File: config.mk
export PLATFORM = sky130hd
export DESIGN_NAME = parity_frame_ctrl
export DESIGN_NICKNAME = d
export VERILOG_FILES = /design/src/rtl/parity_frame_ctrl.sv
export SDC_FILE = /design/constraint.sdc
export NUM_CORES = 1
export LEC_CHECK = 0
export ABC_CLOCK_PERIOD_IN_PS = 4110
export CAP_MARGIN = 20
export CORE_ASPECT_RATIO = 1.5
export CORE_MARGIN = 2
export CORE_UTILIZATION = 47
export DETAILED_ROUTE_END_ITERATION = 12
export GPL_TIMING_DRIVEN = 0
export HOLD_SLACK_MARGIN = 0.15
export PLACE_DENSITY = 0.72
export SYNTH_ARGS = -nofsm -noshare
export SYNTH_HDL_FRONTEND = slang
export SYNTH_SLANG_ARGS = --single-unit
File: constraint.sdc
create_clock -name clk -period 4.11 [get_ports clk]
set_input_delay 0.822 -clock clk [delete_from_list [all_inputs] [get_ports clk]]
set_output_delay 0.822 -clock clk [all_outputs]
set_load 0.02 [all_outputs]
File: src/rtl/parity_frame_ctrl.sv
// Frame-sequenced parity checker: counts received-parity mismatches per frame and in total.
// Optional: define PARITY_ABORT_EN to end a frame on its first mismatching word.
module parity_frame_ctrl #(
   parameter int N         = 4,
   parameter int FRAME_LEN = 8,
   parameter int CNT_W     = 8,
   parameter int ODD       = 0
) (
   input  logic             clk,
   input  logic             rst,
   input  logic             start,
   input  logic             clear_err,
   input  logic             in_valid,
   output logic             in_ready,
   input  logic [N-1:0]     in_data,
   input  logic             in_parity,
   output logic             busy,
   output logic             err_pulse,
   output logic             frame_done,
   output logic [CNT_W-1:0] frame_err_cnt,
   output logic [CNT_W-1:0] total_err_cnt,
   output logic             sticky_err
);

   localparam int WCW = $clog2(FRAME_LEN);
   localparam logic [WCW-1:0] LAST = WCW'(FRAME_LEN - 1);
   localparam logic [CNT_W-1:0] CNT_MAX = '1;
   localparam logic ODD_B = (ODD != 0);

   typedef enum logic [1:0] {
      IDLE,
      RUN,
      REPORT
   } state_t;

   state_t           state;
   state_t           state_nx;
   logic [WCW-1:0]   word_cnt;
   logic [WCW-1:0]   word_cnt_nx;
   logic [CNT_W-1:0] frame_err_nx;
   logic [CNT_W-1:0] total_base;
   logic [CNT_W-1:0] total_err_nx;
   logic             sticky_nx;
   logic             xfer;
   logic             mismatch;
   logic             last_word;
   logic             abort;

   assign in_ready  = (state == RUN);
   assign xfer      = in_valid & in_ready;
   assign mismatch  = xfer & (((^in_data) ^ ODD_B) != in_parity);
   assign last_word = (word_cnt == LAST);

`ifdef PARITY_ABORT_EN
   assign abort = mismatch;
`else
   assign abort = 1'b0;
`endif

   always_ff @(posedge clk) begin
      if (rst) begin
         state    <= IDLE;
         word_cnt <= '0;
      end else begin
         state    <= state_nx;
         word_cnt <= word_cnt_nx;
      end
   end

   always_comb begin
      state_nx    = state;
      word_cnt_nx = word_cnt;
      unique case (state)
         IDLE: begin
            if (start) begin
               state_nx    = RUN;
               word_cnt_nx = '0;
            end
         end
         RUN: begin
            if (xfer) begin
               word_cnt_nx = word_cnt + 1'b1;
               if (last_word || abort)
                  state_nx = REPORT;
            end
         end
         REPORT: state_nx = IDLE;
         default: state_nx = IDLE;
      endcase
   end

   // clear_err takes effect before a coincident mismatch is counted
   always_comb begin
      frame_err_nx = frame_err_cnt;
      if (state == IDLE && start)
         frame_err_nx = '0;
      else if (mismatch && frame_err_cnt != CNT_MAX)
         frame_err_nx = frame_err_cnt + 1'b1;

      total_base   = clear_err ? '0 : total_err_cnt;
      total_err_nx = total_base;
      if (mismatch && total_base != CNT_MAX)
         total_err_nx = total_base + 1'b1;

      sticky_nx = (sticky_err & ~clear_err) | mismatch;
   end

   always_ff @(posedge clk) begin
      if (rst) begin
         busy          <= 1'b0;
         err_pulse     <= 1'b0;
         frame_done    <= 1'b0;
         frame_err_cnt <= '0;
         total_err_cnt <= '0;
         sticky_err    <= 1'b0;
      end else begin
         busy          <= (state_nx != IDLE);
         err_pulse     <= mismatch;
         frame_done    <= (state_nx == REPORT);
         frame_err_cnt <= frame_err_nx;
         total_err_cnt <= total_err_nx;
         sticky_err    <= sticky_nx;
      end
   end

endmodule
==> results of run 1 <==
-- cells by family after synthesis --
family / share of synthesized area, %
adder cells (fa/ha/maj): 3.52
AO/OA/AOI/OAI: 16.2
XOR/XNOR: 6.24
AND/OR/NAND/NOR: 27.4
flip-flops: 35.2
multiplexers: 7.30
buffers and inverters: 4.13
-- layout by cell type (no fill, tap or decap), types with 3 or more instances in the layout --
cell type	count
o21ai_0	3
nor2_1	4
dfxtp_1	25
nor2b_1	4
and4_1	3
and3_1	3
nand2b_1	3
inv_1	5
clkbuf_1	8
nor3b_1	3
nor4_1	6
or3_1	3
o31ai_1	5
clkdlybuf4s50_1	30
or4_1	3
mux2i_1	7
ha_1	4
nand3_1	7
or2_2	3
clkbuf_8	3
nand2_1	12
a21oi_1	13
-- worst reg2reg max path: stages (launching register included) --
cell       delay, ps
dfxtp_1          340
nor2b_1          150
ha_1             270
and4_1           220
a2111oi_1        580
o21a_1           230
mux2_2           330
-- layout make-up --
class	instances	area, um^2	area share [%]
inverters	5	18.8	1.03
clock buffers	3	41.3	2.27
flip-flops and latches	25	500	27.5
multi-input cells	118	863	47.4
repair buffers	30	300	16.5
clock inverters	1	7.51	0.412
plain buffers	10	40.0	2.20
well taps	39	48.8	2.68
-- state kept, by name, indices dropped and copies added (netlist names) --
register       count
state              2
busy               1
sticky_err         1
frame_done         1
err_pulse          1
frame_err_cnt      8
word_cnt           3
total_err_cnt      8
-- worst max-delay path by stage --
stage / startpoint / cells after the start / slack (ps) / to
after floorplan: clear_err / 7 / 1400 / total_err_cnt[2]
after global placement: clear_err / 8 / 650 / total_err_cnt[2]
after detailed placement: clear_err / 8 / 590 / total_err_cnt[2]
after CTS: clear_err / 8 / 880 / total_err_cnt[2]
after global routing: clear_err / 8 / 760 / total_err_cnt[2]
final: clear_err / 8 / 900 / total_err_cnt[2]
-- stage by stage --
step	utilization, %	hold WS, ps
after floorplan	-	436
after global placement	60.8	444
after detailed placement	60.8	461
after CTS	62.5	473
after global routing	62.5	508
final	62.5	475
-- metal layers --
layer	share of wire, %	up-vias
met4	1.8	0
li1	-	664
met2	53	29
met5	0	-
met3	2.5	6
met1	43	637
-- power groups by stage --
| stage | sequential (mW) | combinational (mW) | clock, mW |
|---|---|---|---|
| 5_1_grt | 0.249 | 0.0900 | 0.165 |
| 3_5_place_dp | 0.254 | 0.0838 | 0 |
| 4_1_cts | 0.248 | 0.0841 | 0.155 |
| 6_report | 0.248 | 0.0844 | 0.152 |
| 3_3_place_gp | 0.254 | 0.0821 | 0 |
| 2_1_floorplan | 0.257 | 0.0492 | 0 |
==> results_dict.tcl, run 1 <==
set metrics [dict create \
    status "complete, no violations" \
    ctsHoldBuffers 0 \
    netSwitchingPower_mw 0.135 \
    drt_iter0_markers 39 \
    cts_root_buf "clkbuf_8" \
    p_per_area_mw_per_mm2 266 \
    crit_required_ps 4280 \
    postSynthAreaPerCell_um2 9.00 \
    synth_top_cell_by_area "dfxtp_1" \
    grt_util_all_layers_pct 20.1 \
    yosysMostFrequentCell "dfxtp_1" \
    die_y_um 71.4 \
    dr.pass1.iters 4 \
    p_int_mw 0.350 \
    globalRouteMet1Util_pct 22.4 \
    maxCapViolations 0 \
    syn_area_mm2 0.00142 \
    fin_tns_setup_ps 0 \
    wl_per_cell_um 14.8 \
    hpwl_mm 2.61 \
    final-hold-violation-count 0 \
    r2r-end "total_err_cnt[2]" \
    path_clk_slew_ps 90 \
    synth_edf_count 0 \
    stdcell_count 231 \
    vdd_ir_drop_max_v 0.000234 \
    area_growth_pct 28.0 \
    place_area_mm2 0.00177 \
    min_from "word_cnt[1]" \
    die_w_um 48.9 \
    cts_made_buffers 3 \
    placed_cells 227 \
    cts_num_sinks 25 \
    cp-start-kind "primary input" \
    grt_max_degree 16 \
    whs_path_depth 2 \
    cp_max_fo 10 \
    fin_nets 207 \
    core_mm2 0.00291 \
    clk_path_buf_depth 2 \
    r2r-start "total_err_cnt[1]" \
    tightest_slew_ps 882 \
    crit_chain "clkdlybuf4s50_1 -> clkbuf_1 -> nor2b_1 -> ha_1 -> and4_1 -> a2111oi_1 -> o21a_1 -> mux2_2" \
    worstSkewPairLatency_ps 270 \
    antennaDiodeCount 0 \
    stdcell_area_mm2 0.00182 \
    critPathSlowestCell "a2111oi_1" \
    yosysSeqAreaShare_pct 35.2 \
    finalPower_mw 0.485 \
    p_comb_share_pct 17.4 \
    drv_slew 0 \
    dieArea_mm2 0.00349 \
    yosys-top-cells-count "25 x dfxtp_1, 13 x a21oi_1, 12 x nand2_1, 8 x clkbuf_1" \
    viasPerCell 5.78 \
    rsz0062_at_grt "false" \
    synth_cell_types 45 \
    path_buf_inv 2 \
    antenna_left 0 \
    initial_core_util_pct 48.8 \
    portBuffers 30 \
    r2r_cells 6 \
    gp_congestion 0.890 \
    met3_usage_pct 3.13 \
    cts_tree "built" \
    pre_cts_slack_ps 588 \
    grt_pass1_vias 1297 \
    ys_ff_latch 25 \
    core.rowCount 24 \
    busiest_layer "met2" \
    drc_errors 0 \
    hold_class "reg2reg" \
    syn_nets 172 \
    period_share_pct 78.1 \
    fin_worst_skew_ps 2.72 \
    grt_pass1_wl_mm 5.53 \
    maxSlewHeadroom_pct 39.7 \
    antenna_found_initial 0 \
    dr_total_vias 1336 \
    async_flop_share_pct 0 \
    seqPwrFrac_pct 51.2 \
    synth.area.top_cells "dfxtp_1 35%, mux2i_1 4.9%, a21oi_1 4.6%" \
    drt-total-wl_mm 3.41 \
    cts-resized-gates 0 \
    synth_top_area_share_pct 35.2 \
    reg2reg_slack_ps 1890 \
    worstSetupPathType "in2reg" \
    slowest_delay_ps 580 \
    cts_setup_buffers 0 \
    drive_above_1_share_pct 7.81 \
    overflow 0 \
    grt_use_met2_pct 36.2 \
    min_delay_worst_endpoint "word_cnt[1]" \
    swShare_pct 27.9 \
    p_leak_nw 0.636 \
    critical-path-top-delay-family "buffers and inverters" \
    pin_count 31 \
    pwr-share-clk_pct 31.4 \
    worstPathArrival_ps 3380 \
    synth_ff_type "dfxtp_1" \
    layout_min_cycle_time_ps 3210 \
    fmax_ghz 0.311 \
    setup_ws_ps 899 \
    num-fill-cells 272 \
    yosys_warnings 0 \
    synth_cells 158 \
    crit_path_end_kind "register" \
    ctsHtreeMaxLevel 1 \
    setup_viol 0 \
]
Note: power is estimated with default switching activity, not from simulation.
==> inputs of run 2 (changes only) <==
Settings changed: ABC_CLOCK_PERIOD_IN_PS 4110 to 3000.
Clock period 4.11 ns to 3 ns, I/O delays scaled along.
==> results_dict.tcl, run 2 (same netlist as run 1, synthesis figures left out) <==
set metrics [dict create \
    tightest_slew_ps 871 \
    dieArea_mm2 0.00349 \
    dr_total_vias 1334 \
    cts_tree "built" \
    status "complete, no violations" \
    viasPerCell 5.77 \
    worstSetupPathType "in2reg" \
    critPathSlowestCell "clkdlybuf4s50_1" \
    maxSlewHeadroom_pct 40.4 \
    drv_slew 0 \
    r2r_cells 5 \
    cts_made_buffers 3 \
    min_from "word_cnt[1]" \
    portBuffers 30 \
    placed_cells 227 \
    whs_path_depth 2 \
    fin_worst_skew_ps 2.37 \
    period_share_pct 95.6 \
    min_delay_worst_endpoint "word_cnt[1]" \
    drt_iter0_markers 34 \
    die_w_um 48.9 \
    core.rowCount 24 \
    cts_num_sinks 25 \
    worstSkewPairLatency_ps 270 \
    final-hold-violation-count 0 \
    p_per_area_mw_per_mm2 364 \
    antennaDiodeCount 0 \
    fmax_ghz 0.349 \
    rsz0062_at_grt "false" \
    dr.pass1.iters 4 \
    crit_path_end_kind "register" \
    path_clk_slew_ps 90 \
    wl_per_cell_um 14.8 \
    grt_pass1_wl_mm 5.53 \
    path_buf_inv 2 \
    reg2reg_slack_ps 880 \
    post-route-util_pct 62.8 \
    worstPathArrival_ps 3040 \
    critical-path-top-delay-family "buffers and inverters" \
    crit_required_ps 3170 \
    fin_nets 207 \
    cts_root_buf "clkbuf_8" \
    vdd_ir_drop_max_v 0.000323 \
    cp_max_fo 10 \
    num-fill-cells 270 \
    grt_max_degree 16 \
    drt-total-wl_mm 3.43 \
    hold_class "reg2reg" \
    pin_count 31 \
    finalPower_mw 0.667 \
    antenna_found_initial 0 \
    gp_congestion 0.890 \
    drive_above_1_share_pct 8.85 \
    drc_errors 0 \
    fin_tns_setup_ps 0 \
    antenna_left 0 \
    layout_common_cells "30 x clkdlybuf4s50_1, 25 x dfxtp_1, 13 x a21oi_1" \
    maxCapViolations 0 \
    hpwl_mm 2.61 \
    setup_viol 0 \
    grt_pass1_vias 1299 \
    ctsHoldBuffers 0 \
    area_growth_pct 28.7 \
    initial_core_util_pct 48.8 \
    setup_ws_ps 131 \
    slowest_delay_ps 490 \
    crit_chain "clkdlybuf4s50_1 -> clkbuf_1 -> nor2b_1 -> ha_1 -> and4_1 -> a2111oi_2 -> o21a_1 -> mux2_2" \
    p_leak_nw 0.637 \
    r2r-start "frame_err_cnt[0]" \
    clk_path_buf_depth 2 \
    mostFrequentLayoutCell "clkdlybuf4s50_1" \
    grt_util_all_layers_pct 20.1 \
    layout_min_cycle_time_ps 2870 \
    die_y_um 71.4 \
    pre_cts_slack_ps -300 \
    cp-start-kind "primary input" \
    overflow 0 \
    core_mm2 0.00291 \
    ctsHtreeMaxLevel 1 \
    reg.largest.list "frame_err_cnt x8, total_err_cnt x8, word_cnt x3" \
    r2r-end "frame_err_cnt[5]" \
    stdcell_count 231 \
]
-- run 2: cell counts in the layout (fill, tap and decap cells not counted) --
No cell type changed its count.
-- run 2: metrics by stage --
stage,hold slack (ps),area (um^2)
2_1_floorplan,436,1420
3_5_place_dp,461,1770
6_report,475,1830
3_3_place_gp,444,1770
4_1_cts,473,1830
5_1_grt,508,1830
-- run 2: worst max path at each step --
| stage | startpoint | to | slack [ps] | cells after the start |
|---|---|---|---|---|
| finish | clear_err | total_err_cnt[2] | 130 | 8 |
| detailed placement | clear_err | total_err_cnt[2] | -300 | 8 |
| CTS | clear_err | total_err_cnt[2] | 120 | 8 |
| global placement | clear_err | total_err_cnt[2] | -240 | 8 |
| global route | clear_err | total_err_cnt[2] | 10 | 8 |
| floorplan | clear_err | total_err_cnt[2] | 510 | 7 |
-- run 2: worst register-to-register path, stage by stage, from the launching register on --
cell and delay, ps:
dfxtp_1 360, ha_1 260, and4_1 250, a2111oi_0 800
o2111ai_1 220, a21oi_1 170
-- run 2: repair_timing --
action / in CTS / in global routing
resized for setup: 2 / 0
buffers inserted: 0 / 0
endpoints found under the hold margin: 0 / 0
setup endpoints to repair: 1 / 0
-- run 2: layer usage --
layer  routed length (um)  vias up  global-route usage [%]
li1                     -      663                       -
met1                 1500      640                    22.4
met2                 1790       25                    36.2
met3                   74        6                    3.13
met4                   61        0                    11.4
met5                    0        -                       0
-- run 2: final cells by class --
type                            instances  area, um^2  share of cell area, %
Buffer                                 10        40.0                   2.19
Tap cell                               39        48.8                   2.67
Multi-Input combinational cell        118         873                   47.7
Clock inverter                          1        7.51                  0.410
Timing Repair Buffer                   30         300                   16.4
Sequential cell                        25         500                   27.3
Clock buffer                            3        41.3                   2.26
Inverter                                5        18.8                   1.03
-- run 2: power breakdown --
| group | leakage [nW] | total, mW | switching (mW) | internal [mW] |
|---|---|---|---|---|
| Sequential | 0.202 | 0.340 | 0.00297 | 0.337 |
| Clock | 0.0217 | 0.209 | 0.115 | 0.0943 |
| Combinational | 0.413 | 0.118 | 0.0697 | 0.0480 |
| Total | 0.637 | 0.667 | 0.187 | 0.479 |
